==> config.mk <==
export PLATFORM = sky130hd
export DESIGN_NAME = apb_slave_regfile
export DESIGN_NICKNAME = d
export VERILOG_FILES = /design/src/rtl/apb_slave_regfile.sv
export SDC_FILE = /design/constraint.sdc
export NUM_CORES = 1
export LEC_CHECK = 0
export ABC_AREA = 0
export ABC_CLOCK_PERIOD_IN_PS = 11200
export CORE_MARGIN = 3
export CORE_UTILIZATION = 35
export CTS_CLUSTER_DIAMETER = 50
export DETAILED_ROUTE_END_ITERATION = 12
export PLACE_DENSITY = 0.65
export SKIP_CTS_REPAIR_TIMING = 1
export SLEW_MARGIN = 10
export SYNTH_ARGS = -nofsm -noshare
export SYNTH_HDL_FRONTEND = slang
export SYNTH_SLANG_ARGS = --single-unit
==> constraint.sdc <==
create_clock -name pclock -period 11.2 [get_ports pclock]
set_input_delay 2.24 -clock pclock [delete_from_list [all_inputs] [get_ports pclock]]
set_output_delay 2.24 -clock pclock [all_outputs]
set_load 0.01 [all_outputs]
==> src/rtl/apb_slave_regfile.sv <==
// APB slave register file: NUM_REGS registers of PWDATA_WIDTH bits, with
// configurable wait states; define APB_SLAVE_REGFILE_RO_ID_EN to make the top register a read-only ID.
module apb_slave_regfile #(
  parameter int unsigned PADDR_WIDTH  = 32,
  parameter int unsigned PWDATA_WIDTH = 8,
  parameter int unsigned NUM_REGS     = 16,
  parameter int unsigned SLV_INDEX    = 0,
  parameter int unsigned WAIT_STATES  = 0
) (
  input  logic                    pclock,
  input  logic                    preset,
  input  logic [PADDR_WIDTH-1:0]  paddr,
  input  logic                    prwd,
  input  logic [PWDATA_WIDTH-1:0] pwdata,
  input  logic                    penable,
  input  logic [15:0]             psel,
  output logic [PWDATA_WIDTH-1:0] prdata,
  output logic                    pready,
  output logic                    pslverr
);

  localparam int unsigned IdxW = $clog2(NUM_REGS);

  typedef enum logic {StIdle, StAccess} state_e;

  state_e                  state_q;
  logic [3:0]              wait_q;
  logic [PADDR_WIDTH-1:0]  addr_q;
  logic                    write_q;
  logic [PWDATA_WIDTH-1:0] wdata_q;
  logic [PWDATA_WIDTH-1:0] regs_q [NUM_REGS];

  logic                    sel;
  logic [IdxW-1:0]         idx;
  logic                    addr_valid;
  logic                    ro_hit;
  logic                    err;
  logic                    commit;
  logic                    do_write;
  logic [PWDATA_WIDTH-1:0] rd_word;
  logic                    unused_psel;

  assign sel         = psel[SLV_INDEX];
  assign unused_psel = ^psel;
  assign idx         = addr_q[IdxW-1:0];
  // Upper address bits must all be zero, so out-of-range addresses never alias.
  assign addr_valid  = (addr_q >> IdxW) == '0;

`ifdef APB_SLAVE_REGFILE_RO_ID_EN
  assign ro_hit  = addr_valid && (idx == IdxW'(NUM_REGS - 1));
  assign rd_word = ro_hit ? PWDATA_WIDTH'('hA5) : regs_q[idx];
`else
  assign ro_hit  = 1'b0;
  assign rd_word = regs_q[idx];
`endif

  assign err      = !addr_valid || (write_q && ro_hit);
  assign pready   = (state_q == StAccess) && (wait_q == 4'd0);
  assign pslverr  = pready && err;
  assign prdata   = (pready && !write_q && addr_valid) ? rd_word : '0;
  assign commit   = pready && sel && penable;
  assign do_write = commit && write_q && !err;

  always_ff @(posedge pclock or posedge preset) begin
    if (preset) begin
      state_q <= StIdle;
      wait_q  <= 4'd0;
      addr_q  <= '0;
      write_q <= 1'b0;
      wdata_q <= '0;
    end else begin
      unique case (state_q)
        StIdle: begin
          if (sel && !penable) begin
            state_q <= StAccess;
            addr_q  <= paddr;
            write_q <= prwd;
            wdata_q <= pwdata;
            wait_q  <= 4'(WAIT_STATES);
          end
        end
        StAccess: begin
          // Abort takes priority over counting down or completing.
          if (!sel || !penable) begin
            state_q <= StIdle;
            wait_q  <= 4'd0;
          end else if (wait_q != 4'd0) begin
            wait_q <= wait_q - 4'd1;
          end else begin
            state_q <= StIdle;
          end
        end
        default: state_q <= StIdle;
      endcase
    end
  end

  always_ff @(posedge pclock or posedge preset) begin
    if (preset) begin
      for (int i = 0; i < int'(NUM_REGS); i++) begin
        regs_q[i] <= '0;
      end
    end else if (do_write) begin
      regs_q[idx] <= wdata_q;
    end
  end

endmodule

==> metrics.txt <==
Least-Margin Pin Slew=around 1.2 ns; clk slew on worst S/H paths=0.06 ns; Synth top area share=54.0%; DR iter-0 viols=225; setup TNS=0 ns; CTS tree=yes; hold depth=1; number of enable flip-flop cells after synthesis=0; core area=22200 um^2; first-pass GRT wire length=28.4 mm; CP arrival=3.17 ns; die width=about 160 um; DR vias/cell=approximately 5.5; Synth async-reset ratio=100%; Worst-Skew Late Latency=0.43 ns; final hold vios=0; Slew Viols, Final=0; Max Cap Viol=0; Worst Path Class, Setup=flip-flop to output port; via count=4697; Mapped Area=8060 um^2; period utilization=48.3%; average cell area after synthesis=15.5 um^2; Final #Nets=roughly 630; commonest non-fill, non-tap cell in the layout=dfrtp_1; root buffer cell=clkbuf_16; global route overflow=0; DRC=0; sequential share of the synthesized area=54.0%; register-to-register setup slack=8.58 ns; worst vdd ir=95.2 uV; Routed wire per std cell=20.5 um; crit-path cells=nor4_1, and4_1, buf_4, nand3_1, a21oi_1, clkdlybuf4s50_1; number of global-route vias before repair=between 5k and 6k; RSZ-0062 raised after global routing=no; Crit-path slowest cell=clkdlybuf4s50_1; post-DP HPWL=11.4 mm; Sink Count=between 150 and 200; crit path time final=5.41 ns; top cells by area, synth=dfrtp_1 (54%), mux2_2 (23%), mux4_2 (8.9%); GRT Util Overall=15.0%; Antenna Cells=0; Netlist cell types=41; r2r endpoint=regs_q[36]$_DFFE_PP0P_; worst r2r path cells=6; Clock Skews=0.00935 ns; final wirelength=17.6 mm; Area Growth Syn to Fin=17.0%; die area=approximately 25000 um^2; commonest cells after routing, fill and taps aside=dfrtp_1 (173), mux2_2 (167), clkdlybuf4s50_1 (54); GPL Wtd Cong=just under 0.8; CP Data Required Time=about 9.0 ns; layout cells sized above 1=roughly 44%; Hold Path Origin=regs_q[45]$_DFFE_PP0P_; leading area contributor after synthesis=dfrtp_1; end of the worst hold path=regs_q[45]$_DFFE_PP0P_; Setup crit start kind=flip-flop; Initial Util=36.2%; syn nets=581; RR Startpoint=wait_q[1]$_DFFE_PP0P_; Synth warnings=0; Antenna Nets Post-Route=0; largest net degree at the start of global routing=116; FP Rows=54; Rel. slew slack=20.1%; outcome=finished, final reports clean; initial antenna violation count=0; Die Ht=158 um; Syn Inst Count=520; IO Pins=70; DRT Pass-1 Iters=4; leakage=4.39 nW; Max Fclk=~0.18 GHz; setup slack at placement=6.15 ns; worst hold path class=flip-flop to flip-flop; synthesis-stage register bit count=between 150 and 200; number of port buffers=54; PwrDens=between 150 and 200 nW/um^2; H-Tree Depth=4; final setup fails=0; max incr delay on CP=0.60 ns; CTS Buf Count=17; crit end category=output port; setup ws final=5.79 ns; clock buffer depth=2; Main synth FF type=dfrtp_1; CP max FO=18; fin util=42.4%
==> sequential cells by signal, summed over array words and instances, names as in the netlist <==
register and cells:
wdata_q 8, state_q 1, regs_q 128, write_q 1, addr_q 32, wait_q 4
==> kinds of logic after synthesis <==
kind of cell	synth area share (%)
buffers and inverters	2.73
adder cells (fa/ha/maj)	0.155
AND/OR/NAND/NOR	7.34
AO/OA/AOI/OAI	3.17
flip-flops	54.0
multiplexers	32.6
==> layout make-up <==
| class | count | area, um^2 |
|---|---|---|
| fillers | 1935 | 12800 |
| multi-input cells | 306 | 3490 |
| flip-flops and latches | 174 | 4360 |
| clock buffers | 19 | 443 |
| well taps | 280 | 350 |
| inverters | 7 | 31.3 |
| clock inverters | 13 | 176 |
| repair buffers | 59 | 578 |
==> routing by layer <==
| layer | up-vias | part of all wire [%] | routed length (um) | global-route usage (%) |
|---|---|---|---|---|
| li1 | 2064 | - | - | - |
| met1 | 2538 | 43 | 7500 | 19.1 |
| met2 | 77 | 52 | 9180 | 26.0 |
| met3 | 18 | 3.8 | 664 | 2.87 |
| met4 | 0 | 1.6 | 281 | 4.88 |
| met5 | - | 0 | 0 | 0 |
==> worst max-delay path by stage <==
stage                     depth (start not counted)                    from                     to  slack [ns]
after global routing                              6  addr_q[14]$_DFFE_PP0P_              prdata[7]        5.55
after floorplan                                   1                  preset  addr_q[0]$_DFFE_PP0P_        4.24
after global placement                            6   addr_q[6]$_DFFE_PP0P_              prdata[7]        6.15
final                                             6  addr_q[14]$_DFFE_PP0P_              prdata[7]        5.79
after detailed placement                          6  addr_q[14]$_DFFE_PP0P_              prdata[7]        6.15
after CTS                                         6  addr_q[14]$_DFFE_PP0P_              prdata[7]        5.69
==> critical path: cells and delay by family (launching register included) <==
kind / cells / cell delay, ns
DFF: 1 / 0.38
buffers and inverters: 2 / 0.95
and+or+nand+nor: 3 / 1.05
AOI/OAI and AO/OA: 1 / 0.38
==> power breakdown <==
part | switching [W] | internal, W
Clock | 0.000254 | 0.000362
Combinational | 0.0000907 | 0.0000791
Sequential | 0.0000470 | 0.000659
==> per-stage QoR <==
step	instances	hold slack, ns	total power, W	instance area [um^2]
4_1_cts	858	0.497	0.00151	9430
3_5_place_dp	826	0.482	0.000890	8810
3_3_place_gp	826	0.469	0.000878	8810
5_1_grt	858	0.506	0.00155	9430
6_report	858	0.491	0.00149	9430
2_1_floorplan	520	0.459	0.000827	8060
==> Yosys cell counts, types with 2 or more instances <==
library cell / number
nor2b_1: 2
buf_1: 2
a22o_1: 3
a21oi_1: 10
nor4_1: 7
nand4_2: 4
nand2b_1: 4
mux4_2: 32
nand3_1: 3
or2_2: 2
nor2_1: 17
nor3_1: 5
mux2_2: 167
buf_2: 12
dfrtp_1: 174
nand2_1: 2
a22oi_1: 16
clkbuf_1: 14
o21ai_0: 2
inv_1: 7
nand4_4: 10
buf_12: 2
a32o_1: 2
mux2_1: 2
and4_1: 3
(Power assumes the default switching activity.)
